File: config.mk
export PLATFORM = sky130hd
export DESIGN_NAME = prog_clock_divider
export DESIGN_NICKNAME = d
export VERILOG_FILES = /design/src/rtl/clk_div_pkg.sv /design/src/rtl/clk_div_cfg_shadow.sv /design/src/rtl/prog_clock_divider.sv
export SDC_FILE = /design/constraint.sdc
export NUM_CORES = 1
export LEC_CHECK = 0
export BUFFER_PORTS_ARGS = -buffer_cell sky130_fd_sc_hd__buf_2
export CAP_MARGIN = 10
export CELL_PAD_IN_SITES_DETAIL_PLACEMENT = 1
export CELL_PAD_IN_SITES_GLOBAL_PLACEMENT = 2
export CORE_MARGIN = 3
export CORE_UTILIZATION = 36
export CTS_CLUSTER_SIZE = 14
export DETAILED_ROUTE_END_ITERATION = 8
export HOLD_SLACK_MARGIN = 0.08
export PLACE_DENSITY_LB_ADDON = 0.12
export RECOVER_POWER = 50
export SLEW_MARGIN = 20
export SYNTH_ARGS = -nofsm -noshare
export SYNTH_HDL_FRONTEND = slang
export SYNTH_SLANG_ARGS = --single-unit
File: constraint.sdc
create_clock -name clk -period 3.6 [get_ports clk]
set_input_delay 0.36 -clock clk [delete_from_list [all_inputs] [get_ports clk]]
set_output_delay 0.36 -clock clk [all_outputs]
set_load 0.01 [all_outputs]
File: src/rtl/clk_div_pkg.sv
// Shared types and helpers for the programmable clock divider.
package clk_div_pkg;

  typedef enum logic {
    IDLE = 1'b0,
    RUN  = 1'b1
  } state_e;

  // Arguments are zero-extended by callers so one function serves any DIV_W up to 32.
  function automatic logic cfg_legal(input logic [31:0] div, input logic [31:0] high);
    return (div >= 32'd2) && (high >= 32'd1) && (high < div);
  endfunction

endpackage

File: src/rtl/clk_div_cfg_shadow.sv
// Configuration handshake, legality check and single-entry shadow register.
module clk_div_cfg_shadow
  import clk_div_pkg::*;
#(
  parameter int unsigned DIV_W = 8
) (
  input  logic             clk,
  input  logic             rst,
  input  logic             cfg_valid,
  input  logic [DIV_W-1:0] cfg_div,
  input  logic [DIV_W-1:0] cfg_high,
  input  logic             apply_ok,
  output logic             cfg_ready,
  output logic             cfg_err,
  output logic             apply,
  output logic [DIV_W-1:0] shadow_div,
  output logic [DIV_W-1:0] shadow_high
);

  logic full;

  assign cfg_ready = ~full;
  // Accept and apply never coincide: accept needs an empty slot, apply a full one.
  assign apply     = full & apply_ok;

  always_ff @(posedge clk) begin
    if (rst) begin
      full        <= 1'b0;
      cfg_err     <= 1'b0;
      shadow_div  <= '0;
      shadow_high <= '0;
    end else begin
      cfg_err <= 1'b0;
      if (cfg_valid && !full) begin
        if (cfg_legal(32'(cfg_div), 32'(cfg_high))) begin
          full        <= 1'b1;
          shadow_div  <= cfg_div;
          shadow_high <= cfg_high;
        end else begin
          cfg_err <= 1'b1;
        end
      end else if (apply) begin
        full <= 1'b0;
      end
    end
  end

endmodule

File: src/rtl/prog_clock_divider.sv
// Runtime-programmable integer clock divider with period-boundary reconfiguration
// and clean stop; all outputs registered and aligned with the period counter.
module prog_clock_divider
  import clk_div_pkg::*;
#(
  parameter int unsigned DIV_W      = 8,
  parameter int unsigned RESET_DIV  = 4,
  parameter int unsigned RESET_HIGH = 2
) (
  input  logic             clk,
  input  logic             rst,
  input  logic             en,
  input  logic             cfg_valid,
  input  logic [DIV_W-1:0] cfg_div,
  input  logic [DIV_W-1:0] cfg_high,
  output logic             cfg_ready,
  output logic             cfg_err,
  output logic             clk_out,
  output logic             rise_pulse,
  output logic             fall_pulse,
  output logic             running
);

  state_e           state;
  logic [DIV_W-1:0] cnt;
  logic [DIV_W-1:0] cnt_inc;
  logic [DIV_W-1:0] div_act;
  logic [DIV_W-1:0] high_act;
  logic [DIV_W-1:0] shadow_div;
  logic [DIV_W-1:0] shadow_high;
  logic             boundary;
  logic             apply;

  assign cnt_inc  = cnt + 1'b1;
  assign boundary = (state == RUN) && (cnt == div_act - 1'b1);

  clk_div_cfg_shadow #(
    .DIV_W (DIV_W)
  ) u_shadow (
    .clk         (clk),
    .rst         (rst),
    .cfg_valid   (cfg_valid),
    .cfg_div     (cfg_div),
    .cfg_high    (cfg_high),
    .apply_ok    ((state == IDLE) || boundary),
    .cfg_ready   (cfg_ready),
    .cfg_err     (cfg_err),
    .apply       (apply),
    .shadow_div  (shadow_div),
    .shadow_high (shadow_high)
  );

  // Outputs are computed from the next counter value so they line up with cnt.
  always_ff @(posedge clk) begin
    if (rst) begin
      state      <= IDLE;
      cnt        <= '0;
      div_act    <= DIV_W'(RESET_DIV);
      high_act   <= DIV_W'(RESET_HIGH);
      clk_out    <= 1'b0;
      rise_pulse <= 1'b0;
      fall_pulse <= 1'b0;
      running    <= 1'b0;
    end else begin
      if (apply) begin
        div_act  <= shadow_div;
        high_act <= shadow_high;
      end
      case (state)
        IDLE: begin
          cnt        <= '0;
          fall_pulse <= 1'b0;
          if (en) begin
            state      <= RUN;
            clk_out    <= 1'b1;
            rise_pulse <= 1'b1;
            running    <= 1'b1;
          end else begin
            clk_out    <= 1'b0;
            rise_pulse <= 1'b0;
            running    <= 1'b0;
          end
        end
        RUN: begin
          if (boundary) begin
            cnt        <= '0;
            fall_pulse <= 1'b0;
            if (en) begin
              clk_out    <= 1'b1;
              rise_pulse <= 1'b1;
              running    <= 1'b1;
            end else begin
              state      <= IDLE;
              clk_out    <= 1'b0;
              rise_pulse <= 1'b0;
              running    <= 1'b0;
            end
          end else begin
            cnt        <= cnt_inc;
            clk_out    <= (cnt_inc < high_act);
            rise_pulse <= 1'b0;
            fall_pulse <= (cnt_inc == high_act);
            running    <= 1'b1;
          end
        end
        default: state <= IDLE;
      endcase
    end
  end

endmodule

==> results of run 1 <==
## kinds of logic after synthesis
kind of cell,Yosys count,share of synthesized area
simple gates,90,0.179
flops,46,0.394
mux,31,0.133
buf+inv,30,0.0493
compound gates,29,0.0915
fa+ha+maj,17,0.0910
xor+xnor,15,0.0621
## flip-flops by register name (all words and copies together), names as in the netlist
register / flops
clk_out: 1
rise_pulse: 1
u_shadow.shadow_high: 8
cnt: 8
high_act: 8
u_shadow.shadow_div: 8
div_act: 8
fall_pulse: 1
state: 1
u_shadow.full: 1
u_shadow.cfg_err: 1
## path summary, 6_finish.rpt
check / start / endpoint / slack, ps / cells after the start
worst max-delay path: cfg_div[5] / u_shadow.shadow_high[3]$_SDFFE_PP0P_ / 660 / 10
worst max register to register: div_act[0]$_SDFFE_PP0P_ / div_act[1]$_SDFFE_PP0P_ / 780 / 6
worst min register to register: high_act[7]$_SDFFE_PP0P_ / high_act[7]$_SDFFE_PP0P_ / 460 / 2
worst min-delay path: en / state$_SDFF_PP0_ / 280 / 3
## power by group
group / switching, mW / leakage [nW] / total (mW) / internal [mW]
sequential: 0.0121 / 0.374 / 0.543 / 0.531
combinational: 0.0787 / 0.735 / 0.139 / 0.0602
clock: 0.175 / 0.0472 / 0.329 / 0.155
total: 0.266 / 1.16 / 1.01 / 0.745
## stage by stage
| stage | area (sq um) | hold slack (ps) | total power, mW | cells |
|---|---|---|---|---|
| after floorplan | 2340 | 432 | 0.651 | 258 |
| after global placement | 2550 | 445 | 0.698 | 353 |
| after detailed placement | 2550 | 448 | 0.701 | 353 |
| after CTS | 2640 | 274 | 1.04 | 361 |
| after global routing | 2620 | 292 | 1.07 | 361 |
| final | 2620 | 282 | 1.01 | 361 |
## routing by layer
layer | up-vias | wire length [microns] | global-route usage
met5 | - | 0 | 0
met4 | 0 | 59 | 0.0510
met3 | 4 | 141 | 0.0285
met2 | 24 | 2450 | 0.255
met1 | 838 | 2680 | 0.217
li1 | 934 | - | -
## critical path, stage by stage
cell and delay (ps):
clkbuf_1 120, inv_1 60, ha_1 300, a21oi_1 130
o22ai_1 80, a2111oi_0 640, nand3_1 160, a21oi_1 140
clkbuf_1 880, mux2i_1 270
## cells in the final DEF, fill, tap and decap left out, drive strengths merged, types with 3 or more instances in the layout
master  instances
nand3           5
mux2i          31
a21oi           5
nand2          51
buf            19
or4             5
ha             17
xor2            3
xnor2          11
nor2b           8
a21o            5
nand4           3
nor2            9
nor3            3
clkbuf         14
dfxtp          46
o211ai          3
inv            23
o21ai           5
## layout make-up
| class | instances | share of cell area |
|---|---|---|
| Multi-Input combinational cell | 182 | 0.494 |
| Tap cell | 75 | 0.0359 |
| Clock inverter | 2 | 0.00478 |
| Sequential cell | 46 | 0.352 |
| Inverter | 23 | 0.0330 |
| Timing Repair Buffer | 27 | 0.0488 |
| Clock buffer | 6 | 0.0315 |
==> metrics.yaml, run 1 <==
status:
  status: "finished clean"
cts:
  htreeDepth: 2
  cts_tree: "yes"
  ctsResizeCount: 0
  insertion_delay_ps: 300
  postCtsSetupRepairBufs: 0
  cts_buffer_depth: 2
  cts_hold_buf: 0
  clk_pin_slew_ps: 80
  cts.sinks: 46
  root_buffer: "clkbuf_8"
  cts_buffers: 5
logic_synthesis:
  synthArstFlopShare: 0
  yosys-top-cells-area: "dfxtp_1, mux2i_1, ha_1, nand2_1, xnor2_1"
  synth.most_common_cell: "nand2_1"
  ys_seq_area_frac: 0.394
  synth-seq-cells: 46
  netlist_area_sq_um: 2340
  avgSynthCellArea_sq_um: 9.06
  synthFlopType: "dfxtp_1"
  yosysWarnings: 0
  yosys.area.top_type_share: 0.394
  synthCells: 258
  synth_cell_types: 36
  synth_top_area_cell: "dfxtp_1"
  synth_nets: 295
  synth_enable_flop_cells: 0
  synth_commonest_cells: "nand2_1, dfxtp_1, mux2i_1, inv_1, ha_1"
finish:
  nets: 322
  area_delta_synth_final_pct: 12.0
  diodes: 0
  multi_input_area_sq_um: 1290
  seqCellArea_sq_um: 921
  drive_gt1_frac: 0.101
  postLayoutCoreUtil: 0.429
  n_fill_cell: 746
die:
  core_area_sq_um: 6100
  initial_core_util: 0.383
  dieArea_sq_um: 7500
  die_h_microns: 86.6
  die_x_microns: 86.6
  io-pin-count: 26
  rows: 28
hold_path:
  hp-class: "primary input to flip-flop"
grt:
  grt_pass1_wl_microns: 9280
  antenna_found_initial: 0
  grt_max_degree: 50
  grt_pass1_vias: 1865
  grt_overflow_total: 0
  grt_usage: 0.159
timing:
  worst_clock_skew_ps: 7.33
  fin_crit_sh: 0.818
  layout_min_cycle_time_ps: 2940
  setup_viol: 0
  hold_violations: 0
  relSlewSlack: 0.210
  worst_pin_slew_ps: 1180
  final.setup.worst_slack_ps: 656
  tns_ps: 0
  rsz0062_at_grt: "false"
  fmax_mhz: 340
  slew_viol_final: 0
critical_path:
  cp-end-kind: "flip-flop"
  crit_type: "primary input to flip-flop"
  arrival_ps: 3160
  path_max_fanout: 17
  required_ps: 3820
  cp-start-kind: "primary input"
power:
  p_leak_nw: 1.16
  power_density_nw_per_um2: 386
  ir_drop_uv: 170
routing:
  wl_microns: 5340
  route.detailed.drc: 0
  dr.pass1.iters: 4
  viasPerCell: 4.99
  antenna_left: 0
  avgRoutedWirePerCell_microns: 14.8
  vias: 1800
  drt_iter0_markers: 40
placed_design:
  portBuffers: 25
  place_congestion: 0.731
  dp.final_hpwl_microns: 4190
  pre_cts_ws_ps: 842
job:
  maxCapViolCount: 0
(Power assumes the default switching activity.)
==> inputs of run 2 (changes only) <==
--- a/config.mk
+++ b/config.mk
@@ -5,12 +5,13 @@
 export SDC_FILE = /design/constraint.sdc
 export NUM_CORES = 1
 export LEC_CHECK = 0
+export ABC_AREA = 1
 export BUFFER_PORTS_ARGS = -buffer_cell sky130_fd_sc_hd__buf_2
 export CAP_MARGIN = 10
 export CELL_PAD_IN_SITES_DETAIL_PLACEMENT = 1
 export CELL_PAD_IN_SITES_GLOBAL_PLACEMENT = 2
 export CORE_MARGIN = 3
-export CORE_UTILIZATION = 36
+export CORE_UTILIZATION = 33
 export CTS_CLUSTER_SIZE = 14
 export DETAILED_ROUTE_END_ITERATION = 8
 export HOLD_SLACK_MARGIN = 0.08
==> constraint.sdc (replaced) <==
create_clock -name clk -period 3 [get_ports clk]
set_input_delay 0.3 -clock clk [delete_from_list [all_inputs] [get_ports clk]]
set_output_delay 0.3 -clock clk [all_outputs]
set_load 0.01 [all_outputs]
==> metrics.yaml, run 2 <==
power:
  power_frac_seq: 0.514  # -0.023
  clockPowerShare: 0.283  # -0.043
  switching_share: 0.309  # +0.0466
  p_leak_nw: 1.26  # +8.8%
  switchingPower_mw: 0.411  # +55%
  p_comb_frac: 0.203  # +0.066
  ir_drop_uv: 164  # -3.7%
  finalPower_mw: 1.33  # +31%
  p_int_mw: 0.918  # +23%
  power_density_nw_per_um2: 487  # +26%
routing:
  route.detailed.drc: 0  # unchanged
  wl_microns: 5920  # +11%
  avgRoutedWirePerCell_microns: 12.5  # -16%
  drt_iter0_markers: 60  # +50%
  vias: 2190  # +22%
  viasPerCell: 4.62  # -7.3%
  antenna_left: 0  # unchanged
  dr.pass1.iters: 4  # unchanged
critical_path:
  r2r_cells: 12  # +6
  cp-start-kind: "flip-flop"
  r2r_slack_ps: 660  # -120 ps
  worstReg2RegStart: "cnt[0]$_SDFF_PP0_"
  path_max_fanout: 5  # -12
  crit_type: "flip-flop to flip-flop"
  r2r-end: "clk_out$_SDFF_PP0_"
  arrival_ps: 2550  # -610 ps
  cp-end-kind: "flip-flop"
  required_ps: 3200  # -620 ps
logic_synthesis:
  synthFlopType: "dfxtp_1"
  synth.most_common_cell: "nand2_1"
  synthAdderAreaFrac: 0.0862  # -0.00484
  synth_top_family_by_area: "simple AND/OR/NAND/NOR gates"
  netlist_area_sq_um: 2470  # +5.6%
  synth_cell_types: 26  # -28%
  synth_xor_area_frac: 0.0248  # -0.0373
  synth_commonest_cells: "nand2_1, inv_1, dfxtp_1, a21oi_1, nor2_1"
  yosys-top-cells-area: "dfxtp_1, nand2_1, ha_1, inv_1, a21oi_1"
  synth_nets: 391  # +33%
  synthCells: 354  # +37%
  ys_seq_area_frac: 0.373  # -0.0210
  yosysWarnings: 0  # unchanged
  synth-seq-cells: 46  # unchanged
  synth_enable_flop_cells: 0  # unchanged
  avgSynthCellArea_sq_um: 6.97  # -23%
  yosys.area_share.simple: 0.261  # +0.0817
  synth_top_area_cell: "dfxtp_1"
  synth_compound_area_frac: 0.131  # +0.0392
  yosys.area.top_type_share: 0.373  # -0.0210
  synthMuxAreaShare: 0  # -0.133
  synthArstFlopShare: 0  # unchanged
finish:
  nets: 414  # +29%
  n_fill_cell: 942  # +26%
  final_common_cell: "nand2_1"
  multi_input_area_sq_um: 1230  # -4.6%
  mostFrequentLayoutCells: "nand2_1, inv_1, dfxtp_1"
  diodes: 0  # unchanged
  area_delta_synth_final_pct: 10.6
  seqCellArea_sq_um: 921  # unchanged
  final_cells: 474  # +31%
  drive_gt1_frac: 0.0979  # -0.00352
hold_path:
  hold_depth: 2  # -1
  min_to: "cnt[6]$_SDFF_PP0_"
  hp-class: "primary input to flip-flop"
  worstHoldStart: "rst"
grt:
  grt_pass1_wl_microns: 10000  # +8.2%
  grt_max_degree: 34  # -32%
  grt_overflow_total: 0  # unchanged
  grt_usage: 0.147  # -0.0126
  grt_pass1_vias: 2151  # +15%
  antenna_found_initial: 0  # unchanged
placed_design:
  dp.cells: 466  # +32%
  dp.final_hpwl_microns: 4760  # +14%
  portBuffers: 25  # unchanged
  place_congestion: 0.813  # +11%
timing:
  whs_ps: 211  # -71.0 ps
  tns_ps: 0  # unchanged
  slew_viol_final: 0  # unchanged
  worst_clock_skew_ps: 19.2  # +11.9 ps
  rsz0062_at_grt: "false"
  hold_violations: 0  # unchanged
  layout_min_cycle_time_ps: 2340
  fmax_mhz: 427
  setup_viol: 0  # unchanged
  worst_pin_slew_ps: 1380  # +194 ps
  fin_crit_sh: 0.781
  relSlewSlack: 0.0813  # -0.129
cts:
  cts_buffers: 5  # unchanged
  cts_buffer_depth: 2  # unchanged
  clk_pin_slew_ps: 90  # about the same
  postCtsSetupRepairBufs: 0  # unchanged
  cts_hold_buf: 0  # unchanged
  root_buffer: "clkbuf_8"
  insertion_delay_ps: 300  # about the same
  cts_tree: "yes"
  ctsResizeCount: 0  # unchanged
  cts.sinks: 46  # unchanged
  htreeDepth: 2  # unchanged
die:
  die_h_microns: 92.5  # +6.8%
  initial_core_util: 0.352  # -0.0317
  rows: 30  # +7.1%
  io-pin-count: 26  # unchanged
  die_x_microns: 92.5  # +6.8%
  dieArea_sq_um: 8550  # +14%
  core_area_sq_um: 7020  # +15%
status:
  status: "finished clean"
job:
  maxCapViolCount: 0  # unchanged
[run 2: cell count changes after synthesis, sizes merged, moves of 9 or more]
cell,previous run,this run
nand3,5,33
nand2,51,63
inv,23,60
a21oi,5,41
mux2i,31,0
nor2,9,39
o21ai,5,21
xnor2,11,2
[run 2: worst max path at each step]
stage                                  from                  to  slack, ps  cells after the start
after detailed placement  cnt[0]$_SDFF_PP0_  clk_out$_SDFF_PP0_        680                     12
final                     cnt[0]$_SDFF_PP0_  clk_out$_SDFF_PP0_        660                     12
after floorplan           cnt[0]$_SDFF_PP0_  clk_out$_SDFF_PP0_        920                     12
after global placement    cnt[0]$_SDFF_PP0_  clk_out$_SDFF_PP0_        790                     12
after CTS                 cnt[0]$_SDFF_PP0_  clk_out$_SDFF_PP0_        640                     12
after global routing      cnt[0]$_SDFF_PP0_  clk_out$_SDFF_PP0_        340                     12
[run 2: layer usage]
| layer | GRT usage | share of wire | vias up | wire length (microns) |
|---|---|---|---|---|
| met1 | 0.194 | 0.49 | 980 | 2930 |
| met5 | 0 | 0 | - | 0 |
| met4 | 0.0408 | 0.011 | 0 | 67 |
| met2 | 0.242 | 0.46 | 28 | 2700 |
| li1 | - | - | 1177 | - |
| met3 | 0.0301 | 0.037 | 5 | 222 |
[run 2: cells by family after synthesis]
logic type / count (synthesis)
AOI/OAI and AO/OA: 64
xor gates and xnor gates: 7
adders and majority gates: 17
buffers and inverters: 75
DFF: 46
and+or+nand+nor: 145
[run 2: stage by stage]
stage | area, sq um | util | setup slack, ps
2_1_floorplan | 2470 | - | 923
3_3_place_gp | 2670 | 0.380 | 788
3_5_place_dp | 2670 | 0.380 | 677
4_1_cts | 2760 | 0.393 | 638
5_1_grt | 2730 | 0.389 | 341
6_report | 2730 | 0.389 | 658
[run 2: final cells by class]
class / instances / area share
multi-input combinational: 233 / 0.452
sequential: 46 / 0.337
inverter: 62 / 0.0852
timing repair buffer: 29 / 0.0500
tap: 96 / 0.0440
clock buffer: 6 / 0.0266
clock inverter: 2 / 0.00504
[run 2: power by group through the flow]
stage          Sequential [mW]  Combinational [mW]  Clock, mW
2_1_floorplan            0.693               0.212          0
3_3_place_gp             0.697               0.278          0
3_5_place_dp             0.698               0.282          0
4_1_cts                  0.684               0.283      0.393
5_1_grt                  0.690               0.318      0.420
6_report                 0.683               0.270      0.376
[run 2: worst max-delay path, stage by stage (launching register included)]
cell,delay [ps]
dfxtp_1,410
inv_1,80
nor3_1,300
nand3_1,160
nor3_1,200
xor2_1,220
inv_1,70
ha_1,290
nand2_1,80
o21ai_0,180
a21oi_1,60
o21ai_1,150
inv_2,40
==> inputs of run 3 (changes only) <==
--- a/config.mk
+++ b/config.mk
@@ -11,7 +11,7 @@
 export CELL_PAD_IN_SITES_DETAIL_PLACEMENT = 1
 export CELL_PAD_IN_SITES_GLOBAL_PLACEMENT = 2
 export CORE_MARGIN = 3
-export CORE_UTILIZATION = 33
+export CORE_UTILIZATION = 29
 export CTS_CLUSTER_SIZE = 14
 export DETAILED_ROUTE_END_ITERATION = 8
 export HOLD_SLACK_MARGIN = 0.08
==> constraint.sdc (replaced) <==
create_clock -name clk -period 2.1 [get_ports clk]
set_input_delay 0.21 -clock clk [delete_from_list [all_inputs] [get_ports clk]]
set_output_delay 0.21 -clock clk [all_outputs]
set_load 0.01 [all_outputs]
==> metrics.yaml, run 3 (synthesis results as in run 2) <==
die:
  die_h_microns: 98.3  # +6.2%
  die_x_microns: 98.3  # +6.2%
  io-pin-count: 26  # unchanged
  rows: 33  # +10%
  core_area_sq_um: 8260  # +18%
  initial_core_util: 0.299  # -0.0528
  dieArea_sq_um: 9660  # +13%
cts:
  cts_buffer_depth: 2  # unchanged
  cts_tree: "yes"
  root_buffer: "clkbuf_8"
  htreeDepth: 2  # unchanged
  cts.sinks: 46  # unchanged
  cts_buffers: 5  # unchanged
  cts_hold_buf: 0  # unchanged
  clk_pin_slew_ps: 90  # about the same
  insertion_delay_ps: 300  # about the same
power:
  switchingPower_mw: 0.626  # +52%
  p_int_mw: 1.43  # +55%
  power_density_nw_per_um2: 643  # +32%
  ir_drop_uv: 230  # +41%
  p_comb_frac: 0.250  # +0.047
  power_frac_seq: 0.476  # -0.038
  finalPower_mw: 2.05  # +54%
  p_leak_nw: 1.44  # +15%
  switching_share: 0.305  # -0.00432
  clockPowerShare: 0.274  # -0.009
timing:
  fmax_mhz: 489  # +15%
  final.setup.worst_slack_ps: 57.1  # -601 ps
  fin_crit_sh: 0.973  # +0.192
  slew_viol_final: 0  # unchanged
  worst_pin_slew_ps: 555  # -823 ps
  relSlewSlack: 0.630  # +0.549
  hold_violations: 0  # unchanged
  layout_min_cycle_time_ps: 2040  # -299 ps
  setup_viol: 0  # unchanged
  worst_clock_skew_ps: 7.24  # -12.0 ps
  rsz0062_at_grt: "true"
placed_design:
  portBuffers: 25  # unchanged
  dp.final_hpwl_microns: 5120  # +7.7%
  pre_cts_ws_ps: -96.6  # -774 ps
  place_congestion: 0.805  # -0.96%
finish:
  final_common_cell: "nand2_1"
  postLayoutCoreUtil: 0.387  # -0.00228
  drive_gt1_frac: 0.266  # +0.168
  mostFrequentLayoutCells: "nand2_1, inv_1, dfxtp_1"
  area_delta_synth_final_pct: 29.3
  n_fill_cell: 1055  # +12%
  diodes: 0  # unchanged
  nets: 435  # +5.1%
grt:
  grt_pass1_wl_microns: 11000  # +9.8%
  grt_usage: 0.140  # -0.00701
  grt_max_degree: 34  # unchanged
  antenna_found_initial: 0  # unchanged
  grt_overflow_total: 0  # unchanged
  grt_pass1_vias: 2340  # +8.8%
routing:
  route.detailed.drc: 0  # unchanged
  wl_microns: 6540  # +10%
  vias: 2304  # +5.2%
  antenna_left: 0  # unchanged
  drt_iter0_markers: 86  # +43%
  viasPerCell: 4.57  # -1.1%
  dr.pass1.iters: 4  # unchanged
  avgRoutedWirePerCell_microns: 13.0  # +3.9%
critical_path:
  cp-start-kind: "flip-flop"
  cp-end-kind: "flip-flop"
  startpoint: "cnt[0]$_SDFF_PP0_"
  arrival_ps: 2250  # -300 ps
  crit_type: "flip-flop to flip-flop"
  r2r_cells: 13  # +1
  r2r_slack_ps: 60  # -600 ps
  path_max_fanout: 4  # -1
  required_ps: 2300  # -900 ps
  worstReg2RegStart: "cnt[0]$_SDFF_PP0_"
hold_path:
  hold_depth: 2  # unchanged
  hp-class: "primary input to flip-flop"
  worstHoldStart: "rst"
status:
  status: "finished clean"
job:
  maxCapViolCount: 0  # unchanged
[run 3: layout make-up]
type,instances,area (sq um),area share
sequential,46,927,0.290
inverter,62,233,0.0729
clock buffer,7,86.3,0.0270
clock inverter,1,5.00,0.00157
multi-input combinational,233,1430,0.447
timing repair buffer,50,383,0.120
tap,105,131,0.0411
[run 3: what timing repair did]
item / CTS / global route
cloned: 0 / 2
setup buffers: 0 / 3
endpoints found under the setup margin: 2 / 25
pin swaps: 0 / 25
resized for setup: 4 / 46
[run 3: routing by layer]
metal | track usage | part of all wire
met4 | 0.0441 | 0.011
met2 | 0.247 | 0.49
met3 | 0.0236 | 0.023
met5 | 0 | 0
met1 | 0.174 | 0.47
[run 3: stage by stage]
stage	std cells	TNS [ps]	hold slack, ps	instance area, sq um
floorplan	354	0	280	2470
global placement	491	0	433	2850
detailed placement	491	-152	432	2850
CTS	499	0	102	2960
global route	504	-92.4	97.4	3190
finish	504	0	114	3190
[run 3: critical path, stage by stage, from the launching register on]
cell and delay [ps]:
dfxtp_2 340, buf_4 130, ha_2 180, nand2_1 60
inv_2 70, nand2_2 80, nor3_2 220, xor2_1 110
ha_1 330, nand2_4 70, nor2_1 90, a21oi_1 70
o21ai_1 150, inv_2 30
[run 3: worst paths after layout]
path / to
hold reg to reg: u_shadow.shadow_div[2]$_SDFFE_PP0P_
hold / removal: cnt[6]$_SDFF_PP0_
setup reg to reg: clk_out$_SDFF_PP0_
setup / recovery: clk_out$_SDFF_PP0_
[run 3: power groups by stage]
stage / registers, mW / logic [mW] / clock network [mW]
2_1_floorplan: 0.990 / 0.303 / 0
4_1_cts: 0.975 / 0.465 / 0.595
5_1_grt: 0.986 / 0.588 / 0.633
3_5_place_dp: 0.995 / 0.462 / 0
3_3_place_gp: 0.993 / 0.454 / 0
6_report: 0.977 / 0.513 / 0.562
